File: src/rtl/lr_serializer.sv
// Parallel-in/serial-out feeder for lrshifter: first bit one cycle after an accepted load, WIDTH bits per word.
// Optional LR_SERIALIZER_PARITY_EN appends an even-parity bit; ready reopens on the last bit for gapless words.
module lr_serializer #(
  parameter int WIDTH = 16
) (
  input  logic             clk,
  input  logic             reset,
  input  logic             load,
  input  logic [WIDTH-1:0] din,
  input  logic             direction,
  output logic             ready,
  output logic             sout,
  output logic             sout_valid,
  output logic             sout_last
);

`ifdef LR_SERIALIZER_PARITY_EN
  localparam int FRAME = WIDTH + 1;
`else
  localparam int FRAME = WIDTH;
`endif
  localparam int CW = $clog2(FRAME);

  typedef enum logic {IDLE, SHIFT} state_t;

  state_t           state_q, state_d;
  logic [FRAME-1:0] sr_q, sr_d;
  logic [CW-1:0]    cnt_q, cnt_d;
  logic             dir_q, dir_d;
  logic             last_bit;
  logic             accept;
  logic [FRAME-1:0] frame_msb;
  logic [FRAME-1:0] frame_lsb;

  // Parity sits at the tail end of the frame so it leaves after the data in either direction.
`ifdef LR_SERIALIZER_PARITY_EN
  assign frame_msb = {din, ^din};
  assign frame_lsb = {^din, din};
`else
  assign frame_msb = din;
  assign frame_lsb = din;
`endif

  assign last_bit   = (state_q == SHIFT) && (cnt_q == '0);
  assign ready      = (state_q == IDLE) || last_bit;
  assign sout_valid = (state_q == SHIFT);
  assign sout_last  = last_bit;
  assign sout       = sout_valid & (dir_q ? sr_q[0] : sr_q[FRAME-1]);
  assign accept     = load & ready;

  always_comb begin
    state_d = state_q;
    sr_d    = sr_q;
    cnt_d   = cnt_q;
    dir_d   = dir_q;
    if (state_q == SHIFT) begin
      sr_d = dir_q ? (sr_q >> 1) : (sr_q << 1);
      if (last_bit) begin
        state_d = IDLE;
      end else begin
        cnt_d = cnt_q - CW'(1);
      end
    end
    if (accept) begin
      state_d = SHIFT;
      sr_d    = direction ? frame_lsb : frame_msb;
      cnt_d   = CW'(FRAME - 1);
      dir_d   = direction;
    end
  end

  always_ff @(posedge clk) begin
    if (reset) begin
      state_q <= IDLE;
      sr_q    <= '0;
      cnt_q   <= '0;
      dir_q   <= 1'b0;
    end else begin
      state_q <= state_d;
      sr_q    <= sr_d;
      cnt_q   <= cnt_d;
      dir_q   <= dir_d;
    end
  end

endmodule

File: config.mk
export PLATFORM = sky130hd
export DESIGN_NAME = lr_serializer
export DESIGN_NICKNAME = d
export VERILOG_FILES = /design/src/rtl/lr_serializer.sv
export SDC_FILE = /design/constraint.sdc
export NUM_CORES = 1
export LEC_CHECK = 0
export CAP_MARGIN = 10
export CORE_MARGIN = 2
export CORE_UTILIZATION = 40
export CTS_CLUSTER_DIAMETER = 60
export DETAILED_ROUTE_END_ITERATION = 10
export PLACE_DENSITY_LB_ADDON = 0.05
export SLEW_MARGIN = 20
export SYNTH_ARGS = -nofsm -noshare
export SYNTH_HDL_FRONTEND = slang
export SYNTH_SLANG_ARGS = --single-unit
File: constraint.sdc
create_clock -name clk -period 1.8 [get_ports clk]
set_input_delay 0.36 -clock clk [delete_from_list [all_inputs] [get_ports clk]]
set_output_delay 0.36 -clock clk [all_outputs]
set_load 0.01 [all_outputs]
=== After elaboration in Yosys (flattened, before gate mapping) ===
Cells that the tools add are included.

* Register bits after elaboration: 22
* Input port bits: 20
* Output and inout bits: 4
* Logic and storage cells: 24

* Add/sub/neg operators: 1
* Eq/ne operators: 1
* Mux-type cells: 10
* Bitwise logic cells: 3
* Reduce and logical (&&, ||, !) cells: 5

{| class="wikitable"
|+ Operators by type and width
! kind !! count
|-
| $mux 16 || 3
|-
| $mux 4 || 3
|-
| $logic_not 4->1 || 1
|-
| $mux 1 || 4
|-
| $sub 4x1->4 const B || 1
|-
| $and 1x1->1 || 2
|-
| $ne 2x1->1 const B || 1
|-
| $reduce_and 2->1 || 1
|-
| $reduce_bool 2->1 || 1
|-
| $logic_and 1x1->1 || 1
|-
| $logic_or 1x1->1 || 1
|-
| $not 1->1 || 1
|}

=== Longest topological paths before layout ===
Gate-level depths: netlist (run 1).

* Depth after elaboration: 6
* Mapped depth: 6
* Depth with buffers taken out: 5

=== Worst setup path after synthesis (run 1) ===
No wires, ideal clock.

* Path kind: reg2out
* Start: register cnt_q[0]
* End: output port sout_last
* Arrival: 1.234 ns
* Data required time: 1.440 ns
* Setup slack: 0.206 ns
* Cell stages (with the launch flop): 6
* Buffers on the path: 1
* Cell sequence: dfxtp_1 -> inv_1 -> ha_1 -> or3b_1 -> buf_2 -> nor2_1

* Word-level cells in the longest chain between the ends: 2

{| class="wikitable"
|+ Ends and longest elaborated chain
! item !! RTL line !! text
|-
| start, declared || 28 || <nowiki>logic [CW-1:0] cnt_q, cnt_d;</nowiki>
|-
| start signal, assigned || 81 || <nowiki>cnt_q <= cnt_d;</nowiki>
|-
| $logic_not 4->1 || 44 || <nowiki>assign last_bit = (state_q == SHIFT) && (cnt_q == '0);</nowiki>
|-
| $logic_and 1x1->1 || 44 ||
|-
| end, declared || 14 || <nowiki>output logic sout_last</nowiki>
|}

No other way between the ends.

=== Final worst setup path (run 1) ===
Ends and elaborated chain as after synthesis.

==> flow_summary.ini, run 1 <==
[outcome]
status = complete, but fails checks
violations = negative setup slack

[synthesis]
postSynthAreaPerCell_um2 = 8.60
ys_seq_area_frac = 0.339
synthXorXnorAreaFrac = 0.00674
netlist_area_um2 = 1300
ys_warn_count = 0
synthArstFlopShare = 0
synth_top_family_by_area = compound AO/OA/AOI/OAI gates
synthesis.nets = 172
yosys.area_share.adder = 0.00963
synth_most_common_cell = dfxtp_1
synth-simple-area-share = 0.205
synth.top_cells.by_count = dfxtp_1 (22), nand3_1 (15), mux2_2 (14)
dominantRegCellSynth = dfxtp_1
synth_area_leader_cell = dfxtp_1
synth-seq-cells = 22
synthMuxAreaShare = 0.152
synthCells = 151
synth_edf_count = 0
synthTopCellsByArea = dfxtp_1 (34%), mux2_2 (12%), o211ai_1 (7.5%)
yosysUniqueCellTypes = 33
synth_top_cell_area_share = 0.339
synth-compound-area-share = 0.218

[clock_tree]
cts.hold.buffers_added = 0
root_buffer = clkbuf_4
clk_latency_ps = 320
cts_buffer_depth = 2
cts.clk_slew.worst_paths_ps = 130
cts_tree = done
htreeDepth = 1
cts_buffers = 3
cts.sinks = 22

[power_and_ir_drop]
net-switching-power_w = 0.000371
p_sw_frac = 0.315
p_comb_frac = 0.323
irDropWorstVdd_v = 0.000324
power.density_nw_per_um2 = 691
fin_total_pwr_w = 0.00118
p_leak_nw = 0.612
p_int_w = 0.000805
power.share.clock = 0.202
seqPwrFrac = 0.475

[sta]
period_share = 1.01
timing.fmax_mhz = 552
fin_tns_setup_ps = -11.1
layout_min_cycle_time_ps = 1810
rsz0062_at_grt = yes
maxSlewViolCount = 0
finalHoldViolCount = 0
setup_viol = 1
worstMarginPinSlew_ps = 321
clock-skew-final_ps = 3.76
slew_headroom = 0.786
layout_setup_ws_ps = -11.1

[grt]
grt_pass1_wl_um = 5460
antenna_found_initial = 0
grt_max_degree = 30
grt_usage = 0.200
grt_pass1_vias = 1185
overflow = 0

[worst_setup_path]
cp_max_fo = 3
worstRegToRegCells = 6
r2r_slack_ps = 240
rr_endpoint = cnt_q[0]
worstPathArrival_ps = 1450
critPathRequiredTime_ps = 1440
cp-end-kind = output pin
reg2reg_from = cnt_q[0]
startpoint_type = register
crit_type = register to output pin

[flow_run]
cap_violations = 0

[min_path]
hp-start = sr_q[7]
hold_depth = 2
hp-class = register to register
min_to = sr_q[7]

[route]
num_vias = 1278
drt_iter0_drc = 62
detail-route-antenna-nets = 0
first_pass_iters = 4
drc = 0
viasPerCell = 5.65
drt-total-wl_um = 3450
routedWlPerCell_um = 15.3

[final_layout]
diodes = 0
final_cells = 226
area_growth_pct = 31.0
postLayoutCellArea_um2 = 1700
fillers = 296
nets = 205
final_layout_size_suffix_gt1_frac = 0.280

[floorplanning]
die_x_um = 61.0
dieArea_um2 = 3720
core_area_um2 = 3080
initial_utilization = 0.422
die_h_um = 61.0
ios = 24
placementRows = 20

[placed_design]
dpl.hpwl_um = 2420
dp_slack_ps = -124
port_buffers = 23
place_congestion = 0.755
placedCellCount = 221
dpl_cell_area_um2 = 1650
-- power by group through the flow --
| stage | logic (W) | clock network [W] | registers, W |
|---|---|---|---|
| after floorplan | 0.000211 | 0 | 0.000566 |
| after global placement | 0.000354 | 0 | 0.000565 |
| after detailed placement | 0.000357 | 0 | 0.000567 |
| after CTS | 0.000374 | 0.000245 | 0.000558 |
| after global routing | 0.000412 | 0.000271 | 0.000564 |
| final | 0.000380 | 0.000237 | 0.000558 |
-- critical path: stages (launching register included) --
cell and delay, ps:
dfxtp_2 350, inv_2 70, ha_4 130, or3b_4 380
nor2_2 80, buf_2 130
-- registers in the layout, summed over array words and instances (netlist names) --
register	cells
cnt_q	4
sr_q	16
sout_valid	1
dir_q	1
-- worst max-delay path by stage --
| stage | end | startpoint | cells past startpoint | slack [ps] |
|---|---|---|---|---|
| after global placement | sout_last | cnt_q[0] | 5 | -110 |
| after CTS | sout_last | cnt_q[1] | 5 | -30 |
| after detailed placement | sout_last | cnt_q[0] | 5 | -120 |
| after global routing | sout_last | cnt_q[1] | 5 | -110 |
| after floorplan | sout_last | cnt_q[0] | 5 | 210 |
| final | sout_last | cnt_q[0] | 5 | -10 |
-- cells by family after synthesis --
family                     count (synthesis)
adders and majority gates                  1
muxes                                     18
and+or+nand+nor                           49
DFF                                       22
xor gates and xnor gates                   1
AOI/OAI and AO/OA                         40
buffers and inverters                     20
-- layout by cell type (no fill, tap or decap), drive strengths merged, types with 3 or more instances in the layout --
cell type      synthesis  layout
o211ai                13      13
a21oi                  3       3
clkbuf                 5       3
nor2                   5       5
mux2                  14      14
o221ai                 3       3
dfxtp                 22      22
buf                   10      22
nand2                 12      12
inv                    4       4
a211oi                 5       5
a31oi                 13      13
mux2i                  4       4
nand3                 15      15
nand4                  4       4
clkdlybuf4s50          0      20
-- per-stage QoR --
step | util | hold slack [ps]
floorplan | - | 462
global placement | 0.535 | 479
detailed placement | 0.535 | 484
CTS | 0.550 | 504
global route | 0.553 | 524
finish | 0.553 | 500
-- area by class of cell --
type	count	area (um^2)	share of cell area
multi-input cells	109	788	0.463
flip-flops and latches	22	443	0.260
repair buffers	43	373	0.219
well taps	44	55.1	0.0324
clock buffers	3	22.5	0.0132
inverters	5	20.0	0.0118
-- routing by layer --
layer  up-vias  routed length, um  track usage
met5         -                  0            0
met4         0                 48       0.0745
met3         7                146       0.0299
met2        30               1650        0.332
met1       603               1600        0.263
li1        638                  -            -
-- timing repair --
item / CTS / global route
setup endpoints to repair: 3 / 2
pin swaps: 2 / 0
buffers inserted: 2 / 0
resized for setup: 17 / 3
Note: power is estimated with default switching activity, not from simulation.
==> inputs of run 2 (changes only) <==
--- a/config.mk
+++ b/config.mk
@@ -10,7 +10,7 @@
 export CORE_UTILIZATION = 40
 export CTS_CLUSTER_DIAMETER = 60
 export DETAILED_ROUTE_END_ITERATION = 10
-export PLACE_DENSITY_LB_ADDON = 0.05
+export GPL_ROUTABILITY_DRIVEN = 0
 export SLEW_MARGIN = 20
 export SYNTH_ARGS = -nofsm -noshare
 export SYNTH_HDL_FRONTEND = slang
==> flow_summary.ini, run 2 (synthesis gave the netlist of run 1 again) <==
[outcome]
status = complete, but fails checks
violations = negative setup slack

[final_layout]
postLayoutCellArea_um2 = 1710
area_growth_pct = 31.9
utilization = 0.557
reg_top3 = sr_q: 16 flops, cnt_q: 4 flops
nets = 205
final_cells = 227
diodes = 0
top_register = sr_q
final_layout_size_suffix_gt1_frac = 0.290
mostFrequentLayoutCells = clkdlybuf4s50_1 (20), buf_4 (20), dfxtp_1 (19)
largest_reg_flops = 16

[floorplanning]
core_area_um2 = 3080
ios = 24
die_h_um = 61.0
dieArea_um2 = 3720
die_x_um = 61.0
initial_utilization = 0.422
placementRows = 20

[clock_tree]
cts.sinks = 22
root_buffer = clkbuf_4
cts_tree = done
clk_latency_ps = 310
cts_buffers = 3
htreeDepth = 1
cts_buffer_depth = 2
cts.clk_slew.worst_paths_ps = 130

[sta]
layout_setup_ws_ps = -29.8
worstMarginPinSlew_ps = 325
timing.fmax_mhz = 546
maxSlewViolCount = 0
finalHoldViolCount = 0
rsz0062_at_grt = yes
layout_min_cycle_time_ps = 1830
clock-skew-final_ps = 1.81
setup_viol = 1
slew_headroom = 0.783
period_share = 1.02

[worst_setup_path]
startpoint_type = register
critPathRequiredTime_ps = 1440
worstPathArrival_ps = 1470
cp_max_fo = 3
crit_type = register to output pin
cp-end-kind = output pin

[grt]
grt_usage = 0.206
antenna_found_initial = 0
overflow = 0
grt_pass1_vias = 1259
grt_max_degree = 30
grt_pass1_wl_um = 5730

[min_path]
hp-class = register to register

[power_and_ir_drop]
power.density_nw_per_um2 = 713
fin_total_pwr_w = 0.00122
p_leak_nw = 0.618
irDropWorstVdd_v = 0.000448

[placed_design]
dpl.hpwl_um = 2500
placedCellCount = 222
port_buffers = 23
dpl_cell_area_um2 = 1660

[flow_run]
cap_violations = 0

[route]
drt-total-wl_um = 3580
routedWlPerCell_um = 15.7
drt_iter0_drc = 86
drc = 0
viasPerCell = 5.70
first_pass_iters = 4
detail-route-antenna-nets = 0
num_vias = 1293
## run 2: cell types whose count changed in the layout (fill, tap and decap cells not counted)
cell,before,now
buf_4,19,20
buf_6,1,0
clkbuf_8,0,1
dfxtp_1,20,19
dfxtp_2,2,3
## run 2: worst paths after layout
path | depth (start not counted) | from | slack [ps] | to
setup / recovery | 5 | cnt_q[0] | -30 | sout_last
setup reg to reg | 6 | cnt_q[0] | 260 | cnt_q[3]
hold reg to reg | 2 | sr_q[8] | 500 | sr_q[8]
hold / removal | 2 | sr_q[8] | 500 | sr_q[8]
## run 2: per-stage QoR
step / hold WS, ps / setup TNS, ps / worst slack (ps)
after floorplan: 462 / 0 / 206
after global placement: 479 / -135 / -135
after detailed placement: 487 / -220 / -176
after CTS: 505 / -51.1 / -51.1
after global routing: 531 / -88.8 / -88.8
final: 501 / -29.8 / -29.8
## run 2: cell type report
class	count	area [um^2]
tap	44	55.1
fill	301	1370
multi-input combinational	109	788
sequential	22	444
timing repair buffer	43	369
clock buffer	4	36.3
inverter	5	20.0
## run 2: power by group
| part | switching, W | total, W | leakage, nW | internal (W) |
|---|---|---|---|---|
| combinational | 0.000184 | 0.000375 | 0.414 | 0.000192 |
| sequential | 0.0000313 | 0.000561 | 0.182 | 0.000529 |
| clock | 0.000162 | 0.000285 | 0.0210 | 0.000124 |
## run 2: routing by layer
layer	up-vias	routed length, um	track usage
met5	-	0	0
met4	0	19	0.0311
met3	2	182	0.0448
met2	40	1770	0.355
met1	616	1600	0.271
li1	635	-	-
## run 2: critical path: stages (launching register included)
cell     delay, ps
dfxtp_2        350
inv_2           70
ha_4           150
or3b_4         380
nor2_2          80
buf_2          130
## run 2: repair_timing
| action | 4_1_cts | 5_1_grt |
|---|---|---|
| buffers inserted | 0 | 1 |
| hold buffers | 0 | 0 |
| pin swaps | 2 | 1 |
| gates cloned | 0 | 0 |
| endpoints found under the setup margin | 3 | 1 |
| gates resized for setup | 18 | 2 |
==> inputs of run 3 (changes only) <==
--- a/config.mk
+++ b/config.mk
@@ -11,6 +11,7 @@
 export CTS_CLUSTER_DIAMETER = 60
 export DETAILED_ROUTE_END_ITERATION = 10
 export GPL_ROUTABILITY_DRIVEN = 0
+export RECOVER_POWER = 50
 export SLEW_MARGIN = 20
 export SYNTH_ARGS = -nofsm -noshare
 export SYNTH_HDL_FRONTEND = slang
==> flow_summary.ini, run 3 (synthesis gave the netlist of run 1 again) <==
[floorplanning]
die_h_um = 61.0
placementRows = 20
dieArea_um2 = 3720
ios = 24
initial_utilization = 0.422
die_x_um = 61.0
core_area_um2 = 3080

[clock_tree]
clk_latency_ps = 310
cts_buffer_depth = 2
cts.sinks = 22
cts_buffers = 3
cts.clk_slew.worst_paths_ps = 130
cts.hold.buffers_added = 0
htreeDepth = 1
cts_tree = done
root_buffer = clkbuf_4

[min_path]
hp-class = register to register
min_to = sr_q[8]
hold_depth = 2
hp-start = sr_q[8]

[worst_setup_path]
cp-end-kind = output pin
cp_max_fo = 3
rr_endpoint = cnt_q[3]
crit_path_cell_trace = inv_2 -> ha_4 -> or3b_4 -> nor2_2 -> buf_2
cp_slowest_cell = or3b_4
r2r_slack_ps = 230
reg2reg_from = cnt_q[0]
worstPathArrival_ps = 1470
slowest_delay_ps = 380
critPathRequiredTime_ps = 1440
startpoint_type = register
crit_start = cnt_q[0]
cp_top_family = simple AND/OR/NAND/NOR gates
crit_type = register to output pin
path_buf_inv = 2
worstRegToRegCells = 6

[grt]
grt_pass1_wl_um = 5730
grt_pass1_vias = 1259
grt_max_degree = 30
antenna_found_initial = 0
overflow = 0
grt_usage = 0.206

[final_layout]
final_layout_size_suffix_gt1_frac = 0.290
utilization = 0.556
mostFrequentLayoutCells = clkdlybuf4s50_1 (20), dfxtp_1 (19), buf_4 (19)
diodes = 0
largest_reg_flops = 16
fillers = 302
area_growth_pct = 31.7
nets = 205
ff_latch_area_um2 = 444
postLayoutCellArea_um2 = 1710
reg_top3 = sr_q: 16 flops, cnt_q: 4 flops
final_common_cell = clkdlybuf4s50_1
final_cells = 227
top_register = sr_q
multi_input_area_um2 = 788

[placed_design]
dpl.hpwl_um = 2500
port_buffers = 23
dpl_cell_area_um2 = 1660
placedCellCount = 222

[route]
detail-route-antenna-nets = 0
routedWlPerCell_um = 15.7
drc = 0
num_vias = 1294
first_pass_iters = 4
drt-total-wl_um = 3570
viasPerCell = 5.70
drt_iter0_drc = 92

[sta]
layout_min_cycle_time_ps = 1830
layout_setup_ws_ps = -29.1
setup_viol = 1
timing.fmax_mhz = 547
rsz0062_at_grt = yes
slew_headroom = 0.766
clock-skew-final_ps = 1.08
hold_slack_ps = 501
worstMarginPinSlew_ps = 350
finalHoldViolCount = 0
maxSlewViolCount = 0
period_share = 1.02

[outcome]
violations = negative setup slack
status = complete, but fails checks

[flow_run]
cap_violations = 0

[power_and_ir_drop]
power.density_nw_per_um2 = 713
p_leak_nw = 0.617
irDropWorstVdd_v = 0.000448
-- run 3: cell count changes in the layout (fill, tap and decap cells not counted) --
cell and delta:
buf_4 -1, clkbuf_2 +1
-- run 3: worst max path at each step --
stage	endpoint	slack, ps	depth (start not counted)
finish	sout_last	-30	5
global route	sout_last	-90	5
floorplan	sout_last	210	5
CTS	sout_last	-50	5
detailed placement	sout_last	-180	5
global placement	sout_last	-130	5
-- run 3: metrics by stage --
step	total power [W]	setup slack [ps]	setup TNS, ps
floorplan	0.000777	206	0
global placement	0.000919	-135	-135
detailed placement	0.000927	-176	-220
CTS	0.00122	-51.1	-51.1
global route	0.00128	-88.8	-88.8
finish	0.00122	-29.1	-29.1
-- run 3: repair_timing --
item	4_1_cts	5_1_grt
buffers inserted	0	1
cloned	0	0
resized for setup	18	2
pin swaps	2	1
endpoints found under the setup margin	3	1
-- run 3: layer usage --
layer,track usage,vias to the layer above,part of all wire,wire (um)
li1,-,637,-,-
met1,0.271,626,0.45,1620
met2,0.355,29,0.50,1800
met3,0.0448,2,0.037,133
met4,0.0311,0,0.0053,19
met5,0,-,0,0
-- run 3: cell type report --
type	count	share of cell area
Multi-Input combinational cell	109	0.461
Sequential cell	22	0.260
Timing Repair Buffer	43	0.214
Tap cell	44	0.0322
Clock buffer	4	0.0212
Inverter	5	0.0117
-- run 3: tightest hold or removal path, delay by kind of cell, from the launching register on --
kind	cells	cell delay (ps)
DFF	1	350
and+or+nand+nor	1	60
AOI/OAI and AO/OA	1	70
-- run 3: report_power, final --
part / leakage [nW] / internal, W / switching, W
logic: 0.414 / 0.000190 / 0.000184
clock network: 0.0210 / 0.000124 / 0.000161
registers: 0.182 / 0.000529 / 0.0000318
